<file path="config.mk">
export PLATFORM = sky130hd
export DESIGN_NAME = ifu_fetch_bridge_flat
export DESIGN_NICKNAME = d
export VERILOG_FILES = /design/src/rtl/ifu_fetch_bridge_if.sv /design/src/rtl/ifu_fetch_bridge.sv /design/src/flat_wrapper.sv
export SDC_FILE = /design/constraint.sdc
export NUM_CORES = 1
export LEC_CHECK = 0
export ABC_AREA = 1
export CAP_MARGIN = 20
export CELL_PAD_IN_SITES_DETAIL_PLACEMENT = 1
export CELL_PAD_IN_SITES_GLOBAL_PLACEMENT = 2
export CORE_MARGIN = 3
export CORE_UTILIZATION = 26
export DETAILED_ROUTE_END_ITERATION = 8
export PLACE_DENSITY_LB_ADDON = 0.1
export RECOVER_POWER = 25
export SLEW_MARGIN = 5
export SYNTH_ARGS = -nofsm -noshare
export SYNTH_HDL_FRONTEND = slang
export SYNTH_SLANG_ARGS = --single-unit
</file>
<file path="constraint.sdc">
create_clock -name clock -period 2.85 [get_ports clock]
set_clock_uncertainty 0.2 [all_clocks]
set_input_delay 0.57 -clock clock [delete_from_list [all_inputs] [get_ports clock]]
set_output_delay 0.57 -clock clock [all_outputs]
set_load 0.01 [all_outputs]
</file>
<file path="src/rtl/ifu_fetch_bridge_if.sv">
// Fetch-side handshake between the IFU, the fetch bridge and the memory port.
// The bridge uses the slave modport; the IFU/memory side uses master.
interface ifu_fetch_bridge_if #(
    parameter int unsigned ADDR_W = 64,
    parameter int unsigned LINE_W = 128
);
    logic              pc_index_valid;
    logic [ADDR_W-1:0] pc_index;
    logic              pc_index_ready;
    logic              pc_operation_done;
    logic [LINE_W-1:0] pc_read_inst;
    logic              redirect_valid;
    logic              bus_grant;
    logic              mem_req_valid;
    logic [ADDR_W-1:0] mem_req_addr;
    logic              mem_req_ready;
    logic              mem_resp_valid;
    logic [LINE_W-1:0] mem_resp_data;

    modport slave (
        input  pc_index_valid, pc_index, redirect_valid, bus_grant,
        input  mem_req_ready, mem_resp_valid, mem_resp_data,
        output pc_index_ready, pc_operation_done, pc_read_inst,
        output mem_req_valid, mem_req_addr
    );

    modport master (
        output pc_index_valid, pc_index, redirect_valid, bus_grant,
        output mem_req_ready, mem_resp_valid, mem_resp_data,
        input  pc_index_ready, pc_operation_done, pc_read_inst,
        input  mem_req_valid, mem_req_addr
    );
endinterface

</file>
<file path="src/rtl/ifu_fetch_bridge.sv">
// Single-outstanding fetch bridge: turns an IFU PC request into a line read and
// returns the line, discarding responses that belong to a redirected fetch.
module ifu_fetch_bridge #(
    parameter int unsigned ADDR_W = 64,
    parameter int unsigned LINE_W = 128,
    parameter int unsigned OFF_W  = 4,
    parameter int unsigned CNT_W  = 32
) (
    input  logic              clock,
    input  logic              reset_n,
    ifu_fetch_bridge_if.slave bus,
    output logic              fetch_busy,
    output logic [CNT_W-1:0]  fetch_cnt,
    output logic [CNT_W-1:0]  drop_cnt
);
    localparam logic [ADDR_W-1:0] AlignMask = ~ADDR_W'((64'd1 << OFF_W) - 64'd1);

    typedef enum logic [2:0] {StIdle, StReq, StWait, StDone, StDrop} state_e;

    state_e            state_q, state_d;
    logic [ADDR_W-1:0] addr_q, addr_d;
    logic [LINE_W-1:0] line_q, line_d;
    logic [CNT_W-1:0]  fetch_cnt_q, fetch_cnt_d;
    logic [CNT_W-1:0]  drop_cnt_q, drop_cnt_d;
    logic              req_valid;
    logic              idx_ready;
    logic              op_done;

    always_comb begin
        state_d     = state_q;
        addr_d      = addr_q;
        line_d      = line_q;
        fetch_cnt_d = fetch_cnt_q;
        drop_cnt_d  = drop_cnt_q;
        req_valid   = 1'b0;
        idx_ready   = 1'b0;
        op_done     = 1'b0;
        unique case (state_q)
            StIdle: begin
                if (bus.pc_index_valid && !bus.redirect_valid) begin
                    addr_d  = bus.pc_index & AlignMask;
                    state_d = StReq;
                end
            end
            StReq: begin
                req_valid = bus.bus_grant;
                if (req_valid && bus.mem_req_ready) begin
                    idx_ready = 1'b1;
                    // Accepted but already stale: the response must still be absorbed.
                    state_d   = bus.redirect_valid ? StDrop : StWait;
                end else if (bus.redirect_valid) begin
                    state_d = StIdle;
                end
            end
            StWait: begin
                if (bus.mem_resp_valid) begin
                    if (bus.redirect_valid) begin
                        drop_cnt_d = drop_cnt_q + 1'b1;
                        state_d    = StIdle;
                    end else begin
                        line_d  = bus.mem_resp_data;
                        state_d = StDone;
                    end
                end else if (bus.redirect_valid) begin
                    state_d = StDrop;
                end
            end
            StDone: begin
                op_done     = 1'b1;
                fetch_cnt_d = fetch_cnt_q + 1'b1;
                state_d     = StIdle;
            end
            StDrop: begin
                if (bus.mem_resp_valid) begin
                    drop_cnt_d = drop_cnt_q + 1'b1;
                    state_d    = StIdle;
                end
            end
            default: state_d = StIdle;
        endcase
    end

    always_ff @(posedge clock or negedge reset_n) begin
        if (!reset_n) begin
            state_q     <= StIdle;
            addr_q      <= '0;
            line_q      <= '0;
            fetch_cnt_q <= '0;
            drop_cnt_q  <= '0;
        end else begin
            state_q     <= state_d;
            addr_q      <= addr_d;
            line_q      <= line_d;
            fetch_cnt_q <= fetch_cnt_d;
            drop_cnt_q  <= drop_cnt_d;
        end
    end

    assign bus.mem_req_valid     = req_valid;
    assign bus.mem_req_addr      = addr_q;
    assign bus.pc_index_ready    = idx_ready;
    assign bus.pc_operation_done = op_done;
    assign bus.pc_read_inst      = line_q;
    assign fetch_busy            = (state_q != StIdle);
    assign fetch_cnt             = fetch_cnt_q;
    assign drop_cnt              = drop_cnt_q;
endmodule

</file>
<file path="src/flat_wrapper.sv">
// flat-port wrapper written by rule: the top's interface ports become plain ports
module ifu_fetch_bridge_flat 
#(
    parameter int unsigned ADDR_W = 64,
    parameter int unsigned LINE_W = 128,
    parameter int unsigned OFF_W  = 4,
    parameter int unsigned CNT_W  = 32
)
  (clock, reset_n, fetch_busy, fetch_cnt, drop_cnt, bus_pc_index_valid, bus_pc_index, bus_redirect_valid, bus_bus_grant, bus_mem_req_ready, bus_mem_resp_valid, bus_mem_resp_data, bus_pc_index_ready, bus_pc_operation_done, bus_pc_read_inst, bus_mem_req_valid, bus_mem_req_addr);
  ifu_fetch_bridge_if #(.ADDR_W(ADDR_W), .LINE_W(LINE_W)) bus_i ();
  input  logic clock;
  input  logic reset_n;
  output logic fetch_busy;
  output logic [CNT_W-1:0] fetch_cnt;
  output logic [CNT_W-1:0] drop_cnt;
  input wire logic [$bits(bus_i.pc_index_valid)-1:0] bus_pc_index_valid;
  input wire logic [$bits(bus_i.pc_index)-1:0] bus_pc_index;
  input wire logic [$bits(bus_i.redirect_valid)-1:0] bus_redirect_valid;
  input wire logic [$bits(bus_i.bus_grant)-1:0] bus_bus_grant;
  input wire logic [$bits(bus_i.mem_req_ready)-1:0] bus_mem_req_ready;
  input wire logic [$bits(bus_i.mem_resp_valid)-1:0] bus_mem_resp_valid;
  input wire logic [$bits(bus_i.mem_resp_data)-1:0] bus_mem_resp_data;
  output wire logic [$bits(bus_i.pc_index_ready)-1:0] bus_pc_index_ready;
  output wire logic [$bits(bus_i.pc_operation_done)-1:0] bus_pc_operation_done;
  output wire logic [$bits(bus_i.pc_read_inst)-1:0] bus_pc_read_inst;
  output wire logic [$bits(bus_i.mem_req_valid)-1:0] bus_mem_req_valid;
  output wire logic [$bits(bus_i.mem_req_addr)-1:0] bus_mem_req_addr;
  assign bus_i.pc_index_valid = bus_pc_index_valid;
  assign bus_i.pc_index = bus_pc_index;
  assign bus_i.redirect_valid = bus_redirect_valid;
  assign bus_i.bus_grant = bus_bus_grant;
  assign bus_i.mem_req_ready = bus_mem_req_ready;
  assign bus_i.mem_resp_valid = bus_mem_resp_valid;
  assign bus_i.mem_resp_data = bus_mem_resp_data;
  assign bus_pc_index_ready = bus_i.pc_index_ready;
  assign bus_pc_operation_done = bus_i.pc_operation_done;
  assign bus_pc_read_inst = bus_i.pc_read_inst;
  assign bus_mem_req_valid = bus_i.mem_req_valid;
  assign bus_mem_req_addr = bus_i.mem_req_addr;
  ifu_fetch_bridge #(.ADDR_W(ADDR_W), .LINE_W(LINE_W), .OFF_W(OFF_W), .CNT_W(CNT_W)) u_core (.clock(clock), .reset_n(reset_n), .bus(bus_i), .fetch_busy(fetch_busy), .fetch_cnt(fetch_cnt), .drop_cnt(drop_cnt));
endmodule
</file>
# Yosys cells after proc, flatten, opt, wreduce, memory -nomap -nowiden
# Index checks and enable logic that the tools add are counted.
dict set report word_totals {
  register_bits 255
  inputBits 199
  out_inout_bits 260
  elab_cells 45
}
dict set report classes {
  n_addsub 2
  n_eq_ne 10
  muxes 17
  bitwise_logic 1
  reduce_logical 10
}
# operator count
set ops {}
lappend ops {{32-bit 2-to-1 mux} 3}
lappend ops {{32-bit by 1-bit adder with 32-bit output, second input constant} 2}
lappend ops {{32-bit one-hot mux with 2 select lines} 1}
lappend ops {{3-bit 2-to-1 mux} 7}
lappend ops {{3-bit one-hot mux with 4 select lines} 1}
lappend ops {{4-bit AND reduction} 2}
lappend ops {{3-bit by 2-bit == test with 1-bit output, second input constant} 2}
lappend ops {{2-bit != test, second input constant} 3}
lappend ops {{1-bit 2-to-1 mux} 4}
lappend ops {{3-bit by 1-bit == test with 1-bit output, second input constant} 1}
lappend ops {{3-bit == test, second input constant} 1}
lappend ops {{3-bit logical NOT} 1}
lappend ops {{3-bit by 2-bit != test with 1-bit output, second input constant} 1}
lappend ops {{3-bit != test, second input constant} 1}
lappend ops {{3-bit AND reduction} 1}
lappend ops {{3-bit nonzero test} 1}
lappend ops {{1-bit logical AND} 2}
lappend ops {{2-bit 2-to-1 mux} 1}
lappend ops {{2-bit by 1-bit != test with 1-bit output, second input constant} 1}
lappend ops {{2-bit AND reduction} 1}
lappend ops {{2-bit nonzero test} 1}
lappend ops {{1-bit logical NOT} 1}
lappend ops {{1-bit NOT} 1}

# Logic depth before layout (Yosys ltp)
# Gate-level depths: netlist (run 1).
dict set report depth {
  word_depth 4
  mapped_depth 10
  mapped_depth_nobuf 10
}

# Worst setup path after synthesis (run 1)
# Ideal clock, no wire load.
dict set report synth_path {
  path_type {register -> register}
  from {register u_core.drop_cnt_q[1] (netlist: u_core.drop_cnt[1])}
  to {register u_core.drop_cnt_q[28] (netlist: u_core.drop_cnt[28])}
  arrival_time_ps 1385
  setup_slack_ps 1148
  path_stages_with_launch 11
  path_buffers 0
  synth_period_minus_slack_ps 1702
  cell_sequence {dfrtp_1 ha_1 inv_1 nor2_1 nand2_1 nor2_1 inv_1 nor2_1 nand2_1 nand2_1 nand2_1}
}
dict set report synth_via {
  elab_chain_len 4
  elab_cells_between_ends 5
  cone_classes {1 x add/sub; 4 x mux}
}
# item line_no
set synth_lines {}
lappend synth_lines {{start: declaration} ifu_fetch_bridge.sv:24} ;# logic [CNT_W-1:0] drop_cnt_q, drop_cnt_d;
lappend synth_lines {{start signal: assignment} ifu_fetch_bridge.sv:95} ;# drop_cnt_q <= drop_cnt_d;
lappend synth_lines {{32-bit by 1-bit adder with 32-bit output *} {ifu_fetch_bridge.sv:58, ifu_fetch_bridge.sv:75}}
lappend synth_lines {{32-bit 2-to-1 mux} ifu_fetch_bridge.sv:57} ;# if (bus.redirect_valid) begin
lappend synth_lines {{32-bit 2-to-1 mux} ifu_fetch_bridge.sv:56} ;# if (bus.mem_resp_valid) begin
lappend synth_lines {{32-bit one-hot mux with 2 select lines *} ifu_fetch_bridge.sv:38} ;# unique case (state_q)
# Mark *: on every way between the ends. The rest lies on a longest branch, timed or not. The select of a mux whose other input is x is not followed.
# A chain may end at the register's enable or synchronous reset.

# Worst setup path after layout (run 1)
dict set report layout_path {
  from {register u_core.state_q[2]}
  to {output bus_mem_req_valid}
}
dict set report layout_via {
  elab_chain_len 2
}
# item line_no
set layout_lines {}
lappend layout_lines {{start: declaration} ifu_fetch_bridge.sv:20} ;# state_e state_q, state_d;
lappend layout_lines {{start signal: assignment} ifu_fetch_bridge.sv:85} ;# state_q <= StIdle;
lappend layout_lines {{start signal: assignment} ifu_fetch_bridge.sv:91} ;# state_q <= state_d;
lappend layout_lines {{3-bit by 1-bit == test with 1-bit output} ifu_fetch_bridge.sv:38}
lappend layout_lines {{1-bit 2-to-1 mux} ifu_fetch_bridge.sv:38}
lappend layout_lines {{end: declaration} flat_wrapper.sv:26} ;# output wire logic [$bits(bus_i.mem_req_valid)-1:0] bus_mem_req_valid;
# Every way passes these cells.

==> results of run 1 <==
==> cells by family (layout without fill, tap and decap cells) <==
kind of cell               Yosys count  after routing  share of synthesized area
muxes                               60             60                     0.0618
DFF                                255            255                      0.583
buffers and inverters              234            718                     0.0840
AOI/OAI and AO/OA                  139            139                     0.0651
adders and majority gates            2              2                    0.00229
and+or+nand+nor                    451            451                      0.174
xor gates and xnor gates            37             37                     0.0296
other                                1              5                   0.000343
==> power groups by stage <==
stage | logic (W) | clock network (W) | registers, W
floorplan | 0.00121 | 0 | 0.00588
CTS | 0.00505 | 0.00443 | 0.00540
global placement | 0.00498 | 0 | 0.00538
detailed placement | 0.00501 | 0 | 0.00543
global route | 0.00533 | 0.00459 | 0.00555
finish | 0.00492 | 0.00425 | 0.00538
==> per-layer routing <==
metal  part of all wire  vias to the layer above  global-route usage
li1                   -                     4610                   -
met2               0.49                      274               0.310
met1               0.39                     4504               0.207
met5             0.0014                        -                   0
met4              0.019                        8              0.0416
met3               0.11                       64              0.0909
==> metrics by stage <==
step                      setup slack, ns  utilization  total power (W)  std cells  hold WS [ns]
after global routing               0.0235        0.420           0.0155       2198         0.314
after global placement              0.151        0.393           0.0104       2141         0.266
final                               0.183        0.420           0.0146       2199         0.283
after floorplan                      1.15            -          0.00710       1182        0.0744
after detailed placement            0.141        0.393           0.0104       2141         0.276
after CTS                          0.0286        0.420           0.0149       2198         0.287
==> cell usage in the layout, fill, tap and decap left out, types with 2 or more instances in the layout <==
cell             count
buf_4                9
nand3_2              2
xnor2_1             12
inv_1              192
clkdlybuf4s50_1    448
nand2_1            285
o21ai_0             48
nand4_1             15
xor2_1              25
dfrtp_1            254
clkbuf_8             8
nor2_4               3
o21ai_1             88
buf_12               9
clkbuf_1             8
conb_1               4
nor3_1              13
clkbuf_16           36
nand3b_1             7
nor2_1              74
nand3_1             45
nor3_2               2
mux2_2              60
nand2_2              2
ha_1                 2
==> how the worst max path moves through the flow <==
| stage | to | slack (ns) | startpoint | cells past startpoint |
|---|---|---|---|---|
| floorplan | u_core.drop_cnt[28] | 1.15 | u_core.drop_cnt[1] | 10 |
| global placement | bus_pc_index_ready | 0.15 | bus_bus_grant | 6 |
| detailed placement | bus_pc_index_ready | 0.14 | bus_bus_grant | 6 |
| CTS | bus_pc_operation_done | 0.03 | u_core.state_q[0] | 3 |
| global route | u_core.bus.pc_read_inst[87] | 0.02 | reset_n | 3 |
| finish | bus_mem_req_valid | 0.18 | u_core.state_q[2] | 4 |
==> layout make-up <==
cell class,instances,area (um^2)
inverters,193,724
well taps,532,666
clock inverters,4,62.6
diodes,1,2.50
multi-input cells,693,3650
clock buffers,52,1040
repair buffers,469,4760
fillers,4658,23900
flip-flops and latches,255,6380
==> critical path, delay by kind of cell, from the launching register on <==
kind	cells	cell delay (ns)
DFF	1	0.46
and+or+nand+nor	2	0.24
buffers and inverters	2	0.66
==> flip-flops by register name (all words and copies together) (netlist names) <==
| name | flops |
|---|---|
| u_core.state_q | 3 |
| u_core.bus.pc_read_inst | 128 |
| u_core.fetch_cnt | 32 |
| u_core.drop_cnt | 32 |
| u_core.bus.mem_req_addr | 60 |
==> repair_timing <==
action | in CTS | in global routing
gates resized for setup | 4 | 1
setup endpoints to repair | 1 | 1
hold endpoints to repair | 55 | 0
hold buffers | 1 | 0
==> flow_summary.ini, run 1 <==
[route]
avgRoutedWirePerCell_um = 18.6
drc_errors = 0
drtIter0Drc = 325
vias = 9460
drt-pass1-iter-count = 6
drt-total-wl_um = 40900
ant_nets = 0
vias_per_cell = 4.30

[yosys]
synth_ff_type = dfrtp_1
seq_area_frac_synth = 0.583
yosys-top-cells-count = nand2_1, dfrtp_1, inv_1
synth_most_common_cell = nand2_1
synth_top_area_frac = 0.583
yosysTopAreaCell = dfrtp_1
syn_area_um2 = 10900
syn_inst = 1179
synth_edf_count = 0
ys_ff_latch = 255
async_flop_share = 1.00
synth_area_leaders = dfrtp_1, nand2_1, inv_1
synth_area_per_cell_um2 = 9.28
synth_warnings = 0
yosysUniqueCellTypes = 28

[floorplan]
core_region_area_um2 = 41200
die_w_um = 211
io_pins = 459
initial_utilization = 0.266
die_height_um = 211
placementRows = 74
fp.dieArea_um2 = 44600

[min_path]
holdCritPathClass = flip-flop to flip-flop
whs_endpoint = u_core.bus.pc_read_inst[121]
holdCritStartpoint = u_core.bus.pc_read_inst[121]
hold-path-cell-count = 2

[worst_setup_path]
crit_type = flip-flop to output pin
cp.arrival_ns = 1.90
cp_cell_sequence = inv_1 > nand3_2 > nor2_1 > clkdlybuf4s50_1
worstReg2RegStart = u_core.state_q[2]
reg2reg_to = u_core.fetch_cnt[24]
start_kind = flip-flop
r2r_setup_slack_ns = 0.64
worst_ep_required_time_ns = 2.08
reg2reg_depth = 8
endpoint_kind = output pin
crit_path_max_fanout = 6
worst_path_largest_cell_delay_ns = 0.54
crit_slowest_cell = clkdlybuf4s50_1

[power]
intPower_w = 0.0101
leakage_nw = 7.91
power_switching_w = 0.00441
p_per_area_nw_per_um2 = 842
swShare = 0.303
p_clk_frac = 0.292
p_comb_frac = 0.338
ir_drop_v = 0.000368
p_seq_frac = 0.370

[outcome]
status = finished with violations
violations = capacitance limit, slew limit

[global_routing]
grt_max_degree = 91
track_usage = 0.183
grt_pass1_wl_um = 62100
grt_pass1_vias = 10246
grt_overflow = 0
antenna_found_initial = 4

[clock_tree]
clockBufferDepth = 3
root_buffer = clkbuf_16
cts_made_buffers = 35
clk_latency_ns = 0.53
cts_tree = done
htree_levels = 2
post-cts-setup-buffers = 0
clock_sinks = 255
clkTransAtPathRegs_ns = 0.05

[sta]
fmax_mhz = 375
worstMarginPinSlew_ns = 1.80
period_needed_ns = 2.67
fin_crit_sh = 0.936
hold_viol_final = 0
finalMaxSlewViolations = 58
setup_violations = 0
fin_tns_setup_ns = 0
slew_headroom = -0.201
grt_setup_unrepaired = false

[place]
portBuffers = 450
dpl_cell_area_um2 = 16200
routabilityCongestion = 0.729
dp.final_hpwl_um = 31500

[finish]
nNetsFinal = 1848
layout-drive-gt1-share = 0.0846
area_growth_pct = 58.0
final_area_um2 = 17300

[run]
drv_cap = 1
(Power assumes the default switching activity.)
==> run 2, diff against run 1 <==
- CORE_AREA: default -> 3 3 177 179
- CORE_MARGIN: 3 -> default
- CORE_UTILIZATION: 26 -> default
- DIE_AREA: default -> 0 0 180 182
- DONT_BUFFER_PORTS: default -> 1
==> run 2 against run 1 <==
- core utilization rose by 6.1 points
- non-clock buffer count down 275
- the flow finishes with violations (hold timing)
- critical endpoint is now bus_pc_index_ready
- combinational power fell by 66%
- critical path type unchanged
- global-route usage is 3.6 points higher
- count of clock-buffer cells in the layout down 13
==> flow_summary.ini, run 2 (same netlist as run 1, synthesis figures left out) <==
[outcome]
status = finished with violations
violations = hold timing

[finish]
layout_common_cells = nand2_1, dfrtp_1, inv_1, dlygate4sd3_1, o21ai_1
area_growth_pct = 30.6
largest_reg_flops = 128
final_util = 0.481
layout-drive-gt1-share = 0.0942
nNetsFinal = 1568
final.fill_count = 3275
layout_commonest_cell = nand2_1

[worst_setup_path]
crit_path_max_fanout = 5
cp.arrival_ns = 1.72
worst_ep_required_time_ns = 2.08
endpoint_kind = output pin
start_kind = flip-flop
crit_type = flip-flop to output pin

[route]
vias_per_cell = 4.83
avgRoutedWirePerCell_um = 20.7
drt-total-wl_um = 36900
drt-pass1-iter-count = 4
drc_errors = 0
vias = 8608
ant_nets = 0
drtIter0Drc = 344

[floorplan]
core_region_area_um2 = 29700
die_w_um = 180
fp.dieArea_um2 = 32800
die_height_um = 182
placementRows = 63
initial_utilization = 0.368
io_pins = 459

[global_routing]
grt_pass1_vias = 9527
grt_pass1_wl_um = 56700
antenna_found_initial = 2
track_usage = 0.218
grt_overflow = 0
grt_max_degree = 256

[sta]
fin_tns_setup_ns = 0
worstMarginPinSlew_ns = 0.894
finalMaxSlewViolations = 0
hold_viol_final = 255
hold_ws_ns = -0.491
fin_crit_sh = 0.873
slew_headroom = 0.404
grt_setup_unrepaired = false
setup_violations = 0
period_needed_ns = 2.49
fmax_mhz = 402

[clock_tree]
post-cts-setup-buffers = 0
holdBufCountCts = 189
clkTransAtPathRegs_ns = 0.06
cts_tree = done
cts_resized = 0
clk_latency_ns = 0.55
clock_sinks = 255
clockBufferDepth = 3
htree_levels = 1
root_buffer = clkbuf_16
cts_made_buffers = 30

[power]
ir_drop_v = 0.000544
leakage_nw = 6.91
p_per_area_nw_per_um2 = 854

[place]
dp.final_hpwl_um = 25600
portBuffers = 0
routabilityCongestion = 0.790

[min_path]
holdCritPathClass = input port to asynchronous set/reset pin

[run]
drv_cap = 0
## run 2: cell count changes in the layout (fill, tap and decap cells not counted), sizes merged
cell | before | now
clkinv | 1 | 11
clkbuf | 53 | 39
buf | 18 | 5
bufinv | 1 | 5
inv | 194 | 193
dlygate4sd3 | 1 | 189
clkdlybuf4s50 | 448 | 0
diode | 1 | 2
dlygate4sd2 | 1 | 0
## run 2: power by group
group          internal [W]  switching [W]
logic              0.000920       0.000759
clock network       0.00253        0.00157
registers           0.00472        0.00170
## run 2: cell type report
| type | instances | area (um^2) | area share |
|---|---|---|---|
| diodes | 2 | 5.00 | 0.000350 |
| clock buffers | 39 | 846 | 0.0592 |
| clock inverters | 17 | 213 | 0.0149 |
| inverters | 193 | 724 | 0.0507 |
| multi-input cells | 693 | 3660 | 0.256 |
| flip-flops and latches | 255 | 6380 | 0.447 |
| well taps | 390 | 488 | 0.0342 |
| repair buffers | 194 | 1970 | 0.138 |
## run 2: worst max-delay path: stages (launching register included)
cell and delay (ns):
dfrtp_1 0.42, inv_1 0.15, nand3_1 0.20, inv_1 0.15, nand2_1 0.09, inv_1 0.15
## run 2: per-stage QoR
stage	std cells	cell area [um^2]	total power [W]	setup slack, ns
floorplan	1182	11000	0.00710	1.15
global placement	1536	11300	0.00783	0.778
detailed placement	1536	11300	0.00794	0.753
CTS	1781	14300	0.0123	0.290
global route	1782	14300	0.0129	0.209
finish	1783	14300	0.0122	0.363
## run 2: per-layer routing
layer | global-route usage | vias to the layer above | wire length, um
met1 | 0.253 | 4211 | 13900
met3 | 0.0687 | 65 | 2910
met4 | 0.0659 | 0 | 1160
met2 | 0.388 | 278 | 18800
met5 | 0 | - | 0
li1 | - | 4054 | -
## run 2: final timing paths
kind                                                   from                           to  slack, ns  cells after the start
worst min register to register  u_core.bus.pc_read_inst[18]  u_core.bus.pc_read_inst[18]       0.36                      2
worst max-delay path                      u_core.state_q[1]           bus_pc_index_ready       0.36                      5
worst min-delay path                                reset_n          u_core.drop_cnt[26]      -0.49                      0
min in group clock                       bus_mem_resp_valid            u_core.state_q[2]       0.10                      3
max in group asynchronous                           reset_n          u_core.drop_cnt[11]       2.19                      0
worst max register to register           u_core.drop_cnt[1]          u_core.drop_cnt[28]       0.79                     10
